### config.mk
export PLATFORM = sky130hd
export DESIGN_NAME = hazard_ctrl_flat
export DESIGN_NICKNAME = d
export VERILOG_FILES = /design/src/rtl/hazard_pkg.sv /design/src/rtl/hazard_ctrl_if.sv /design/src/rtl/hazard_ctrl_md_busy_timer.sv /design/src/rtl/hazard_ctrl.sv /design/src/flat_wrapper.sv
export SDC_FILE = /design/constraint.sdc
export NUM_CORES = 1
export LEC_CHECK = 0
export CORE_UTILIZATION = 35
export CTS_CLUSTER_SIZE = 10
export DETAILED_ROUTE_END_ITERATION = 8
export PLACE_DENSITY = 0.77
export RECOVER_POWER = 25
export SLEW_MARGIN = 0
export SYNTH_ARGS = -nofsm -noshare
export SYNTH_HDL_FRONTEND = slang
export SYNTH_HIERARCHICAL = 1
export SYNTH_SLANG_ARGS = --single-unit
export TNS_END_PERCENT = 5
### constraint.sdc
create_clock -name clk -period 1.7 [get_ports clk]
set_input_delay 0.34 -clock clk [delete_from_list [all_inputs] [get_ports clk]]
set_output_delay 0.34 -clock clk [all_outputs]
set_load 0.03 [all_outputs]
### src/rtl/hazard_pkg.sv
// Shared constants, encodings and helpers for the pipeline hazard controller.
package hazard_pkg;

  localparam int unsigned REG_W = 5;
  localparam int unsigned T_W   = 2;

  // Tuse value meaning "operand not read"
  localparam logic [T_W-1:0] TUSE_NONE = 2'd3;

  // Tnew encodings: cycles until the producer's result is available
  localparam logic [T_W-1:0] TNEW_READY = 2'd0;
  localparam logic [T_W-1:0] TNEW_ONE   = 2'd1;
  localparam logic [T_W-1:0] TNEW_TWO   = 2'd2;

  localparam logic [REG_W-1:0] REG_ZERO = 5'd0;

  // Multiply/divide op select carried alongside e_md_start
  localparam logic MD_MULT = 1'b0;
  localparam logic MD_DIV  = 1'b1;

  typedef enum logic {
    IDLE = 1'b0,
    BUSY = 1'b1
  } md_state_e;

  // One source operand stalls when a younger-than-needed producer targets it
  function automatic logic reg_hazard(
    input logic [REG_W-1:0] src,
    input logic [T_W-1:0]   tuse,
    input logic [REG_W-1:0] e_wa,
    input logic [T_W-1:0]   e_tnew,
    input logic [REG_W-1:0] m_wa,
    input logic [T_W-1:0]   m_tnew
  );
    return (src != REG_ZERO) &&
           (((src == e_wa) && (e_tnew > tuse)) ||
            ((src == m_wa) && (m_tnew > tuse)));
  endfunction

endpackage

### src/rtl/hazard_ctrl_if.sv
// Decode/pipeline-side signal bundle of the hazard controller.
// Optional stall_cycles counter appears when HAZARD_PERF_EN is defined.
interface hazard_ctrl_if;
  import hazard_pkg::*;

  logic [REG_W-1:0] d_rs;
  logic [REG_W-1:0] d_rt;
  logic [T_W-1:0]   d_tuse_rs;
  logic [T_W-1:0]   d_tuse_rt;
  logic             d_is_md;
  logic [REG_W-1:0] e_wa;
  logic [T_W-1:0]   e_tnew;
  logic [REG_W-1:0] m_wa;
  logic [T_W-1:0]   m_tnew;
  logic             e_md_start;
  logic             e_md_div;
  logic             d_branch_taken;
  logic             stall;
  logic             flush_e;
  logic             pccon;
  logic             md_busy;
`ifdef HAZARD_PERF_EN
  logic [31:0]      stall_cycles;
`endif

  // Pipeline / decoder side
  modport master (
    output d_rs, d_rt, d_tuse_rs, d_tuse_rt, d_is_md, e_wa, e_tnew,
           m_wa, m_tnew, e_md_start, e_md_div, d_branch_taken,
    input  stall, flush_e, pccon, md_busy
`ifdef HAZARD_PERF_EN
    , input stall_cycles
`endif
  );

  // Hazard controller side
  modport slave (
    input  d_rs, d_rt, d_tuse_rs, d_tuse_rt, d_is_md, e_wa, e_tnew,
           m_wa, m_tnew, e_md_start, e_md_div, d_branch_taken,
    output stall, flush_e, pccon, md_busy
`ifdef HAZARD_PERF_EN
    , output stall_cycles
`endif
  );

endinterface

### src/rtl/hazard_ctrl_md_busy_timer.sv
// MDU latency model: busy for exactly N cycles after a mult/div start.
module md_busy_timer
  import hazard_pkg::*;
#(
  parameter int unsigned MULT_CYCLES = 5,
  parameter int unsigned DIV_CYCLES  = 10,
  parameter int unsigned CNT_W       = 4
) (
  input  logic clk,
  input  logic reset,
  input  logic start,
  input  logic is_div,
  output logic busy
);

  md_state_e        state_q, state_d;
  logic [CNT_W-1:0] cnt_q, cnt_d;

  // State and counter registers
  always_ff @(posedge clk or negedge reset) begin
    if (!reset) begin
      state_q <= IDLE;
      cnt_q   <= '0;
    end else begin
      state_q <= state_d;
      cnt_q   <= cnt_d;
    end
  end

  // Next state: load on start from IDLE, count down in BUSY, starts in BUSY ignored
  always_comb begin
    state_d = state_q;
    cnt_d   = cnt_q;
    unique case (state_q)
      IDLE: begin
        if (start) begin
          state_d = BUSY;
          cnt_d   = (is_div == MD_DIV) ? CNT_W'(DIV_CYCLES) : CNT_W'(MULT_CYCLES);
        end
      end
      BUSY: begin
        if (cnt_q == CNT_W'(1)) begin
          state_d = IDLE;
          cnt_d   = '0;
        end else begin
          cnt_d = cnt_q - CNT_W'(1);
        end
      end
      default: begin
        state_d = IDLE;
        cnt_d   = '0;
      end
    endcase
  end

  assign busy = (state_q == BUSY);

endmodule

### src/rtl/hazard_ctrl.sv
// Stall/flush/redirect controller for the 5-stage pipeline.
// Define HAZARD_PERF_EN to add the 32-bit stall_cycles performance counter.
module hazard_ctrl
  import hazard_pkg::*;
#(
  parameter int unsigned MULT_CYCLES = 5,
  parameter int unsigned DIV_CYCLES  = 10,
  parameter int unsigned CNT_W       = 4
) (
  input  logic         clk,
  input  logic         reset,
  hazard_ctrl_if.slave bus
);

  logic md_busy;
  logic stall_rs;
  logic stall_rt;
  logic stall_md;
  logic stall_any;

  md_busy_timer #(
    .MULT_CYCLES (MULT_CYCLES),
    .DIV_CYCLES  (DIV_CYCLES),
    .CNT_W       (CNT_W)
  ) u_md_busy_timer (
    .clk    (clk),
    .reset  (reset),
    .start  (bus.e_md_start),
    .is_div (bus.e_md_div),
    .busy   (md_busy)
  );

  // Tuse/Tnew comparators for both source operands plus the MDU interlock
  always_comb begin
    stall_rs  = reg_hazard(bus.d_rs, bus.d_tuse_rs, bus.e_wa, bus.e_tnew,
                           bus.m_wa, bus.m_tnew);
    stall_rt  = reg_hazard(bus.d_rt, bus.d_tuse_rt, bus.e_wa, bus.e_tnew,
                           bus.m_wa, bus.m_tnew);
    stall_md  = bus.d_is_md && (bus.e_md_start || md_busy);
    stall_any = reset && (stall_rs || stall_rt || stall_md);
  end

  // Redirect only when the pipeline actually advances
  assign bus.stall   = stall_any;
  assign bus.flush_e = stall_any;
  assign bus.pccon   = reset && bus.d_branch_taken && !stall_any;
  assign bus.md_busy = md_busy;

`ifdef HAZARD_PERF_EN
  logic [31:0] stall_cnt_q;

  // Count clock edges that see a stall; wraps naturally
  always_ff @(posedge clk or negedge reset) begin
    if (!reset) begin
      stall_cnt_q <= '0;
    end else if (stall_any) begin
      stall_cnt_q <= stall_cnt_q + 32'd1;
    end
  end

  assign bus.stall_cycles = stall_cnt_q;
`endif

endmodule
### src/flat_wrapper.sv
// flat-port wrapper written by rule: the top's interface ports become plain ports
module hazard_ctrl_flat import hazard_pkg::*;
#(
  parameter int unsigned MULT_CYCLES = 5,
  parameter int unsigned DIV_CYCLES  = 10,
  parameter int unsigned CNT_W       = 4
)
  (clk, reset, bus_d_rs, bus_d_rt, bus_d_tuse_rs, bus_d_tuse_rt, bus_d_is_md, bus_e_wa, bus_e_tnew, bus_m_wa, bus_m_tnew, bus_e_md_start, bus_e_md_div, bus_d_branch_taken, bus_stall, bus_flush_e, bus_pccon, bus_md_busy);
  hazard_ctrl_if bus_i ();
  input  logic clk;
  input  logic reset;
  input wire logic [$bits(bus_i.d_rs)-1:0] bus_d_rs;
  input wire logic [$bits(bus_i.d_rt)-1:0] bus_d_rt;
  input wire logic [$bits(bus_i.d_tuse_rs)-1:0] bus_d_tuse_rs;
  input wire logic [$bits(bus_i.d_tuse_rt)-1:0] bus_d_tuse_rt;
  input wire logic [$bits(bus_i.d_is_md)-1:0] bus_d_is_md;
  input wire logic [$bits(bus_i.e_wa)-1:0] bus_e_wa;
  input wire logic [$bits(bus_i.e_tnew)-1:0] bus_e_tnew;
  input wire logic [$bits(bus_i.m_wa)-1:0] bus_m_wa;
  input wire logic [$bits(bus_i.m_tnew)-1:0] bus_m_tnew;
  input wire logic [$bits(bus_i.e_md_start)-1:0] bus_e_md_start;
  input wire logic [$bits(bus_i.e_md_div)-1:0] bus_e_md_div;
  input wire logic [$bits(bus_i.d_branch_taken)-1:0] bus_d_branch_taken;
  output wire logic [$bits(bus_i.stall)-1:0] bus_stall;
  output wire logic [$bits(bus_i.flush_e)-1:0] bus_flush_e;
  output wire logic [$bits(bus_i.pccon)-1:0] bus_pccon;
  output wire logic [$bits(bus_i.md_busy)-1:0] bus_md_busy;
  assign bus_i.d_rs = bus_d_rs;
  assign bus_i.d_rt = bus_d_rt;
  assign bus_i.d_tuse_rs = bus_d_tuse_rs;
  assign bus_i.d_tuse_rt = bus_d_tuse_rt;
  assign bus_i.d_is_md = bus_d_is_md;
  assign bus_i.e_wa = bus_e_wa;
  assign bus_i.e_tnew = bus_e_tnew;
  assign bus_i.m_wa = bus_m_wa;
  assign bus_i.m_tnew = bus_m_tnew;
  assign bus_i.e_md_start = bus_e_md_start;
  assign bus_i.e_md_div = bus_e_md_div;
  assign bus_i.d_branch_taken = bus_d_branch_taken;
  assign bus_stall = bus_i.stall;
  assign bus_flush_e = bus_i.flush_e;
  assign bus_pccon = bus_i.pccon;
  assign bus_md_busy = bus_i.md_busy;
  hazard_ctrl #(.MULT_CYCLES(MULT_CYCLES), .DIV_CYCLES(DIV_CYCLES), .CNT_W(CNT_W)) u_core (.clk(clk), .reset(reset), .bus(bus_i));
endmodule
==> results of run 1 <==
[registers in the layout (all words and copies together) (netlist names)]
| name | cells |
|---|---|
| u_core/u_md_busy_timer/busy | 1 |
| u_core/u_md_busy_timer/cnt_q | 4 |
[synthesized netlist by cell type]
| cell | count |
|---|---|
| a2111oi_2 | 1 |
| o21ai_1 | 1 |
| nand4_1 | 3 |
| and2b_2 | 1 |
| a31oi_1 | 1 |
| xnor2_1 | 13 |
| nand2_1 | 6 |
| xor2_1 | 7 |
| o221ai_1 | 1 |
| nor3_1 | 1 |
| buf_4 | 1 |
| o211ai_1 | 1 |
| o211a_1 | 1 |
| o21ai_0 | 4 |
| mux2i_1 | 1 |
| inv_1 | 12 |
| dfrtp_1 | 5 |
| or4_1 | 2 |
| nor4_1 | 3 |
| o22ai_1 | 2 |
| a21oi_1 | 5 |
| o31a_1 | 1 |
| and3_1 | 2 |
| ha_1 | 10 |
| nor2_1 | 2 |
| nor2b_1 | 3 |
| nand3_1 | 2 |
[critical path, delay by kind of cell]
| kind | cells | cell delay [ns] |
|---|---|---|
| compound gates | 4 | 0.69 |
| buf+inv | 3 | 0.61 |
| xor+xnor | 1 | 0.24 |
[metal layers]
| metal | track usage | part of all wire |
|---|---|---|
| met1 | 0.2077 | 0.34 |
| met2 | 0.5351 | 0.57 |
| met3 | 0.02593 | 0.064 |
| met4 | 0.1222 | 0.025 |
| met5 | 0 | 0 |
[how the worst max path moves through the flow]
| stage | to | slack [ns] | cells after the start |
|---|---|---|---|
| 6_report | bus_stall | -0.50 | 8 |
| 5_1_grt | bus_flush_e | -0.57 | 8 |
| 4_1_cts | bus_stall | -0.50 | 10 |
| 3_5_place_dp | bus_stall | -0.88 | 10 |
| 3_3_place_gp | bus_stall | -0.82 | 10 |
| 2_1_floorplan | bus_stall | -0.34 | 8 |
[final cells by class]
class                           count  area, um^2  area share
Multi-Input combinational cell     74       735.7      0.5131
Timing Repair Buffer               55       465.4      0.3246
Sequential cell                     5       125.1     0.08726
Inverter                           12       47.55     0.03316
Tap cell                           27       33.78     0.02356
Clock buffer                        4       26.28     0.01832
[cells in the final DEF (no fill, tap or decap), drive strengths merged]
master,Yosys,final
buf,1,25
dlygate4sd2,0,18
xnor2,13,13
inv,12,12
ha,10,10
clkbuf,0,8
xor2,7,7
nand2,6,6
clkdlybuf4s50,0,5
a21oi,5,5
dfrtp,5,5
o21ai,5,5
nand4,3,3
nor4,3,3
nor2b,3,3
nand3,2,2
or4,2,2
o22ai,2,2
and3,2,2
nor2,2,2
clkdlybuf4s15,0,1
dlygate4sd3,0,1
dlymetal6s2s,0,1
a2111oi,1,1
a31oi,1,1
and2b,1,1
o31a,1,1
nor3,1,1
o211ai,1,1
mux2i,1,1
o221ai,1,1
o211a,1,1
[power groups by stage]
stage	Combinational (mW)	Clock, mW	Sequential, mW
after global placement	0.554	0	0.236
after CTS	0.627	0.151	0.239
after global routing	0.694	0.155	0.249
final	0.637	0.140	0.240
after floorplan	0.316	0	0.256
after detailed placement	0.584	0	0.237
[metrics by stage]
| stage | area, um^2 | util | cells | hold WS [ns] |
|---|---|---|---|---|
| after floorplan | 763.2 | - | 92 | 0.04441 |
| after global placement | 1254 | 0.6326 | 169 | 0.5225 |
| after detailed placement | 1254 | 0.6326 | 169 | 0.5552 |
| after CTS | 1435 | 0.7241 | 177 | 0.4055 |
| after global routing | 1434 | 0.7235 | 177 | 0.5789 |
| final | 1434 | 0.7235 | 177 | 0.5389 |
[kinds of logic (layout without fill, tap and decap cells)]
group                    count (synthesis)  after routing  share of synthesized area
AO/OA/AOI/OAI                           18             18                     0.1597
flip-flops                               5              5                     0.1681
multiplexers                             1              1                    0.01345
adder cells (fa/ha/maj)                 10             10                     0.1681
XOR/XNOR                                20             20                     0.2353
AND/OR/NAND/NOR                         25             25                     0.1849
buffers and inverters                   13             71                    0.07059
[what timing repair did]
item,CTS,global route
setup endpoints to repair,3,3
setup buffers,4,0
gates resized for setup,74,9
pin swaps,16,13
==> flow_summary_export.csv, run 1 <==
group,metric,value,unit
run_status,run_status,"finished with violations",
run_status,failed_checks,"setup timing",
logic_synthesis,number_of_synthesis_warnings,6,
clocking,clockBufferDepth,2,
setup_path,reg2regPathDepth,5,
routing,first_pass_iters,4,
routing,routed_via_density,5.198,
pwr,swShare,0.4181,
sta,max_clock_freq,0.4540,GHz
setup_path,critPathMaxFanout,3,
pwr,power_frac_seq,0.236,
floorplanning,design.portCount,38,
logic_synthesis,synth_nets,136,
cells_and_area,syn_to_layout_area_delta,92.61,%
grt,antenna_found_initial,0,
sta,timing.final.setup_violations,3,
logic_synthesis,postSynthCellCount,92,
setup_path,critical_path_max_stage_delay,0.29,ns
setup_path,critical_path.cell_chain,"dlygate4sd2_1 > xnor2_1 > o21ai_1 > a2111oi_4 > o22ai_2 > buf_4 > a31oi_4 > buf_6",
floorplanning,effective_utilization_at_floorplan,0.3756,
cells_and_area,n_fill_cell,157,
pwr,power.ir.vdd_worst,0.5890,mV
sta,timing.clock.skew,0.0009825,ns
pwr,finalPower,1.016,mW
routing,detail_route_antenna_nets,0,
clocking,clkSlewWorstSetupHoldPaths,0.04,ns
cells_and_area,final_layout_size_suffix_gt1_frac,0.3667,
logic_synthesis,ys_seq_elements,5,
flow_run,max-cap-violations,0,
pwr,power.share.clock,0.137,
pwr,power_density,708.9,mW/mm^2
routing,remaining_drc_errors,0,
setup_path,critPathKind,"in -> out",
logic_synthesis,synth_largest_type_area_fraction,0.1681,
grt,grt_max_degree,8,
clocking,tritoncts,"built",
place,pre_cts_slack,-0.8833,ns
setup_path,r2r_slack,0.54,ns
routing,drt_iter0_markers,18,
place,gpl.final_weighted_congestion,0.9273,
setup_path,worstPathArrival,1.86,ns
sta,worst_slew_pin_slew,0.3066,ns
grt,grt_usage,0.2448,
worst_hold_path,hp-class,"in -> async",
routing,via_count,920,
setup_path,worst_setup_path_startpoint,"bus_d_rs[2]",
sta,worst_slack,-0.5026,ns
grt,first_pass_grt_wire_length,3801,um
clocking,clk_latency,0.24,ns
clocking,sink_count_of_the_clock_tree,5,
clocking,root_buffer,"clkbuf_4",
sta,final_min_period_over_clock_period,1.296,
grt,leftover_overflow_at_the_end_of_global_routing,0,
clocking,cts_inserted_buffers,3,
sta,max_slew_margin,0.7949,
setup_path,crit_path_launch_type,"primary input",
floorplanning,overall_die_height,48.12,um
logic_synthesis,syn_avg_cell_area,8.092,um^2
sta,rsz0062_at_grt,"yes",
sta,maxSlewViolCount,0,
logic_synthesis,synthesized_cell_area,744.5,um^2
pwr,p_sw,424.9,uW
logic_synthesis,synth_top_area_cell,"dfrtp_1",
floorplanning,core_area,0.001982,mm^2
setup_path,worstReg2RegStart,"u_core/u_md_busy_timer/cnt_q[0]",
cells_and_area,diodes,0,
floorplanning,chipWidth,48.12,um
floorplanning,std_cell_rows,16,
pwr,total_leakage_power,0.6387,nW
pwr,power.combinational.fraction,0.627,
grt,grt_pass1_vias,961,
sta,hold_viol_final,0,
clocking,htree_levels,1,
sta,fin_tns_setup,-1.384,ns
logic_synthesis,seq_area_frac_synth,0.1681,
setup_path,worst_path_required,1.36,ns
place,dp.final_hpwl,1929,um
setup_path,cp-end-kind,"primary output",
logic_synthesis,post_synth_num_cell_types,27,
clocking,post_cts_hold_buffer_count,0,
pwr,internal_power,591.5,uW
logic_synthesis,yosys-top-cells-area,"dfrtp_1 (17%), ha_1 (17%), xnor2_1 (15%), xor2_1 (8.2%), inv_1 (6.1%)",
place,io_buffer_count,37,
setup_path,reg2reg_to,"u_core/u_md_busy_timer/cnt_q[2]",
setup_path,critical-path-slowest-cell,"dlygate4sd2_1",
routing,detail_route.wirelength,2722,um
routing,routedWlPerCell,15.38,um
floorplanning,floorplan.die_area,0.002316,mm^2
cells_and_area,finalNetCount,195,
sta,final.min_clock_period,2.203,ns
(Power assumes the default switching activity.)
==> inputs of run 2 (changes only) <==
CAP_MARGIN = 10   (was unset)
==> results of run 2 <==
Same layout as run 1: the final DEF is identical, and so are final timing and power.
==> inputs of run 3 (changes only) <==
REMOVE_ABC_BUFFERS = 1   (was unset)
==> flow_summary_export.csv, run 3 (synthesis results as in run 1) <==
group,metric,value,unit
pwr,internal_power,583.2,uW
pwr,swShare,0.4171,
pwr,power.ir.vdd_worst,0.6831,mV
floorplanning,std_cell_rows,16,
floorplanning,design.portCount,38,
pwr,total_leakage_power,0.5993,nW
pwr,power_frac_seq,0.242,
cells_and_area,registers.top_by_ff_count,"u_core/u_md_busy_timer/cnt_q",
pwr,finalPower,1.001,mW
grt,grt_pass1_vias,874,
cells_and_area,n_fill_cell,162,
floorplanning,effective_utilization_at_floorplan,0.3756,
clocking,htree_levels,1,
routing,routedWlPerCell,14.78,um
routing,routed_via_density,5.064,
sta,rsz0062_at_grt,"yes",
setup_path,critPathMaxFanout,2,
sta,timing.clock.skew,0.001571,ns
run_status,failed_checks,"setup timing",
pwr,power_density,732.3,mW/mm^2
clocking,sink_count_of_the_clock_tree,5,
cells_and_area,syn_to_layout_area_delta,83.53,%
floorplanning,overall_die_height,48.12,um
cells_and_area,final_common_cell,"clkbuf_2",
sta,max_clock_freq,0.4801,GHz
setup_path,worstPathArrival,1.74,ns
place,io_buffer_count,37,
setup_path,crit_path_launch_type,"primary input",
floorplanning,core_area,0.001982,mm^2
setup_path,cp-end-kind,"primary output",
routing,remaining_drc_errors,0,
pwr,p_sw,417.3,uW
sta,worst_slack,-0.3828,ns
floorplanning,floorplan.die_area,0.002316,mm^2
clocking,post_cts_hold_buffer_count,0,
cells_and_area,finalNetCount,189,
cells_and_area,layout.cells.most_common_list,"clkbuf_2 (12), buf_4 (11), xnor2_1 (10)",
setup_path,worst_path_required,1.36,ns
sta,final_min_period_over_clock_period,1.225,
sta,maxSlewViolCount,0,
sta,fin_tns_setup,-1.121,ns
setup_path,r2r_slack,0.48,ns
floorplanning,chipWidth,48.12,um
sta,timing.final.setup_violations,3,
cells_and_area,final_layout_size_suffix_gt1_frac,0.4375,
grt,grt_usage,0.2278,
pwr,power.combinational.fraction,0.622,
cells_and_area,diodes,0,
place,gpl.final_weighted_congestion,0.7667,
routing,first_pass_iters,6,
sta,worst_slew_pin_slew,0.3071,ns
setup_path,worst_setup_path_startpoint,"bus_d_tuse_rs[1]",
clocking,tritoncts,"built",
grt,grt_max_degree,7,
sta,fin_hold_ws,0.5330,ns
sta,max_slew_margin,0.7947,
setup_path,reg2reg_to,"u_core/u_md_busy_timer/cnt_q[2]",
grt,first_pass_grt_wire_length,3532,um
flow_run,max-cap-violations,0,
clocking,root_buffer,"clkbuf_4",
place,dp.final_hpwl,1845,um
cells_and_area,final_cell_area,0.001366,mm^2
grt,antenna_found_initial,0,
place,placed_area,0.001216,mm^2
worst_hold_path,hp-class,"in -> async",
grt,leftover_overflow_at_the_end_of_global_routing,0,
setup_path,worstReg2RegStart,"u_core/u_md_busy_timer/cnt_q[0]",
routing,via_count,866,
routing,drt_iter0_markers,16,
routing,detail_route_antenna_nets,0,
pwr,power.share.clock,0.135,
run_status,run_status,"finished with violations",
sta,hold_viol_final,0,
setup_path,critPathKind,"in -> out",
sta,final.min_clock_period,2.083,ns
clocking,clkSlewWorstSetupHoldPaths,0.04,ns
routing,detail_route.wirelength,2528,um
clocking,clockBufferDepth,2,
cells_and_area,number_of_flip_flops_under_the_largest_register_name,4,
clocking,clk_latency,0.24,ns
setup_path,reg2regPathDepth,5,
clocking,cts_inserted_buffers,3,
==> run 3: layout make-up <==
type                       count  area [um^2]  share of cell area
timing repair buffer          49        376.6              0.2756
inverter                      12        47.55             0.03480
multi-input combinational     74        757.0              0.5540
sequential                     5        125.1             0.09158
clock buffer                   4        26.28             0.01923
tap                           27        33.78             0.02473
==> run 3: critical path: stages <==
cell       delay (ns)
buf_6            0.08
inv_4            0.03
ha_4             0.26
nor2b_4          0.14
o21ai_2          0.08
a2111oi_4        0.22
o22ai_2          0.16
a31oi_2          0.26
buf_6            0.17
==> run 3: what timing repair did <==
| item | CTS | global route |
|---|---|---|
| buffers inserted | 1 | 0 |
| gates resized for setup | 74 | 36 |
| setup endpoints to repair | 3 | 3 |
| pin swaps | 18 | 15 |
==> run 3: per-stage QoR <==
stage | cells | util | worst slack (ns)
2_1_floorplan | 91 | - | -0.8996
3_3_place_gp | 166 | 0.6136 | -0.7838
3_5_place_dp | 166 | 0.6136 | -0.8305
4_1_cts | 171 | 0.6806 | -0.4139
5_1_grt | 171 | 0.6894 | -0.4544
6_report | 171 | 0.6894 | -0.3828
==> run 3: metal layers <==
metal,global-route usage,part of all wire
met1,0.2210,0.36
met2,0.4514,0.60
met3,0.03333,0.041
met4,0.1278,0.0059
met5,0,0
==> run 3: worst max-delay path by stage <==
stage / endpoint / slack [ns]
3_3_place_gp: bus_pccon / -0.78
4_1_cts: bus_flush_e / -0.41
5_1_grt: bus_stall / -0.45
3_5_place_dp: bus_flush_e / -0.83
6_report: bus_flush_e / -0.38
2_1_floorplan: bus_flush_e / -0.90
==> run 3: power groups by stage <==
stage	clock network (mW)	registers, mW	logic [mW]
after CTS	0.147	0.241	0.594
final	0.135	0.243	0.623
after global routing	0.159	0.248	0.679
after detailed placement	0	0.242	0.569
after floorplan	0	0.256	0.304
after global placement	0	0.239	0.545
==> variant (config.mk and constraints of run 3) <==
`REG_ZERO`: 5'd0 -> 5'd1.
--- a/src/rtl/hazard_pkg.sv
+++ b/src/rtl/hazard_pkg.sv
@@ -13,5 +13,5 @@
   localparam logic [T_W-1:0] TNEW_TWO   = 2'd2;
 
-  localparam logic [REG_W-1:0] REG_ZERO = 5'd0;
+  localparam logic [REG_W-1:0] REG_ZERO = 5'd1;
 
   // Multiply/divide op select carried alongside e_md_start
Behaviour: not the same (a bounded check fails within 4 cycles, from zero or initial values and one cycle with reset low).
==> variant against run 3 <==
The flow still finishes with violations (negative setup slack). Setup slack got worse by 0.073 ns. Via count rose by 0.46%. Area after synthesis rose by 0.67%. Total power fell by 0.32%. Critical path depth rose by 1. Wire length rose by 0.51%. Critical path type unchanged. Cell area rose by 3.9%. Sequential cell count did not move. Non-clock buffer count rose by 2. Die area rose by 0.65%.
==> variant: results (changes against run 3) <==
* Status: finished with violations
* Failing checks: negative setup slack
* DRC Markers at 0 (unchanged)
* Cell variety after synth at 27 (unchanged)
* Worst skew pair latency at 0.24 ns (about the same)
* Placed Cells at 166 (unchanged)
* Warnings, synthesis at 6 (unchanged)
* Initial antenna violation count at 0 (unchanged)
* Routed len/inst at 14.7 microns (-0.65%)
* Clk_skew at 0.000575 ns (-0.000996 ns)
* Top reg by flops: u_core/u_md_busy_timer/cnt_q
* Worst setup margin at -0.456 ns (-0.0733 ns)
* Final #Nets at 191 (+1.1%)
* Hold Path Class: input port to async pin
* Slowest cell on the critical path: a31oi_2
* Routed WL at 2540 microns (+0.51%)
* Sequential area share after synthesis at 0.167 (-0.00112)
* First-pass GRT wire length at 3640 microns (+2.9%)
* Slew HR at 0.793 (-0.00161)
* Slowest stage delay, CP at 0.27 ns
* Placed Area at 1220 sq um (+0.41%)
* CP top delay family: buffers and inverters
* # fillers at 138 (-15%)
* # diodes at 0 (unchanged)
* Number of detailed-route iterations in the first pass at 2 (-4)
* Largest cells by area after synthesis: dfrtp_1, ha_1, xnor2_1
* List of most frequent post-synthesis cells: xnor2_1, inv_1, ha_1
* Layout cells sized above 1 at 0.370 (-0.0676)
* Clock Path Buffers at 2 (unchanged)
* GRT Util Overall at 0.235 (+0.00675)
* Leak pwr at 0.000611 uW (+1.9%)
* CTS Buf Count at 3 (unchanged)
* H-tree depth at 1 (unchanged)
* I/O Buffers at 37 (unchanged)
* Final setup TNS at -1.26 ns (-0.136 ns)
* Root Buffer: clkbuf_4
* Vias at 870 (+0.46%)
* Syn Inst Count at 92 (unchanged)
* Post-cts repair resize count at 73 (-1.4%)
* Worst VDD drop at 0.000671 V (-1.7%)
* Number of global-route vias before repair at 866 (-0.92%)
* Max reg flops at 4 (unchanged)
* Placer Congestion at 0.774 (+0.99%)
* R2R depth at 5 (unchanged)
* Detailed Place HPWL at 1890 microns (+2.6%)
* Asr flop ratio synth at 1.00 (unchanged)
* Iter 0 DRT Violations at 9 (-7)
* CP max FO at 2 (unchanged)
* Final Setup Violations at 3 (unchanged)
* Pre-CTS setup slack at -0.830 ns (+0.000871 ns)
* Post-CTS Setup Inserts at 2 (+1)
* Post-synth EDFFs at 0 (unchanged)
* Worst EP arrival at 1.82 ns (+0.08 ns)
* Clock-pin slew on the worst setup and hold paths at 0.04 ns (about the same)
* Pin count of the biggest net entering global routing at 8 (+1)
## variant: cell count changes after synthesis, sizes merged
| cell | delta |
|---|---|
| or4 | -2 |
| or4b | +2 |
## variant: cell type report
class	count	area, sq um	share of cell area
flip-flops and latches	5	125	0.0881
repair buffers	51	444	0.313
well taps	27	33.8	0.0238
clock buffers	4	26.3	0.0185
multi-input cells	74	743	0.523
inverters	12	47.5	0.0335
## variant: worst paths after layout
kind | start | endpoint | slack (ns)
worst max-delay path | bus_m_tnew[0] | bus_stall | -0.46
worst min-delay path | reset | u_core/u_md_busy_timer/cnt_q[0]$_DFFE_PN0P_ | 0.41
worst max register to register | u_core/u_md_busy_timer/cnt_q[0]$_DFFE_PN0P_ | u_core/u_md_busy_timer/cnt_q[2]$_DFFE_PN0P_ | 0.55
worst min register to register | u_core/u_md_busy_timer/cnt_q[3]$_DFFE_PN0P_ | u_core/u_md_busy_timer/cnt_q[3]$_DFFE_PN0P_ | 0.57
max in group asynchronous | reset | u_core/u_md_busy_timer/cnt_q[1]$_DFFE_PN0P_ | 1.19
min in group clk | u_core/u_md_busy_timer/cnt_q[3]$_DFFE_PN0P_ | u_core/u_md_busy_timer/cnt_q[3]$_DFFE_PN0P_ | 0.57
## variant: power by group
part | leakage, uW | switching, uW | internal [uW]
sequential | 0.0000579 | 57.6 | 181
clock | 0.0000150 | 49.6 | 88.8
combinational | 0.000538 | 304 | 316
## variant: cells by family (layout without fill, tap and decap cells)
logic type,Yosys count,count (layout),synth area share
buf+inv,13,67,0.0701
fa+ha+maj,10,10,0.167
simple gates,25,25,0.190
flops,5,5,0.167
xor+xnor,20,20,0.234
compound gates,18,18,0.159
mux,1,1,0.0134
## variant: routing by layer
metal  GRT usage  share of wire
met1       0.228           0.35
met2       0.461           0.57
met3      0.0481          0.052
met4       0.111          0.027
met5           0              0
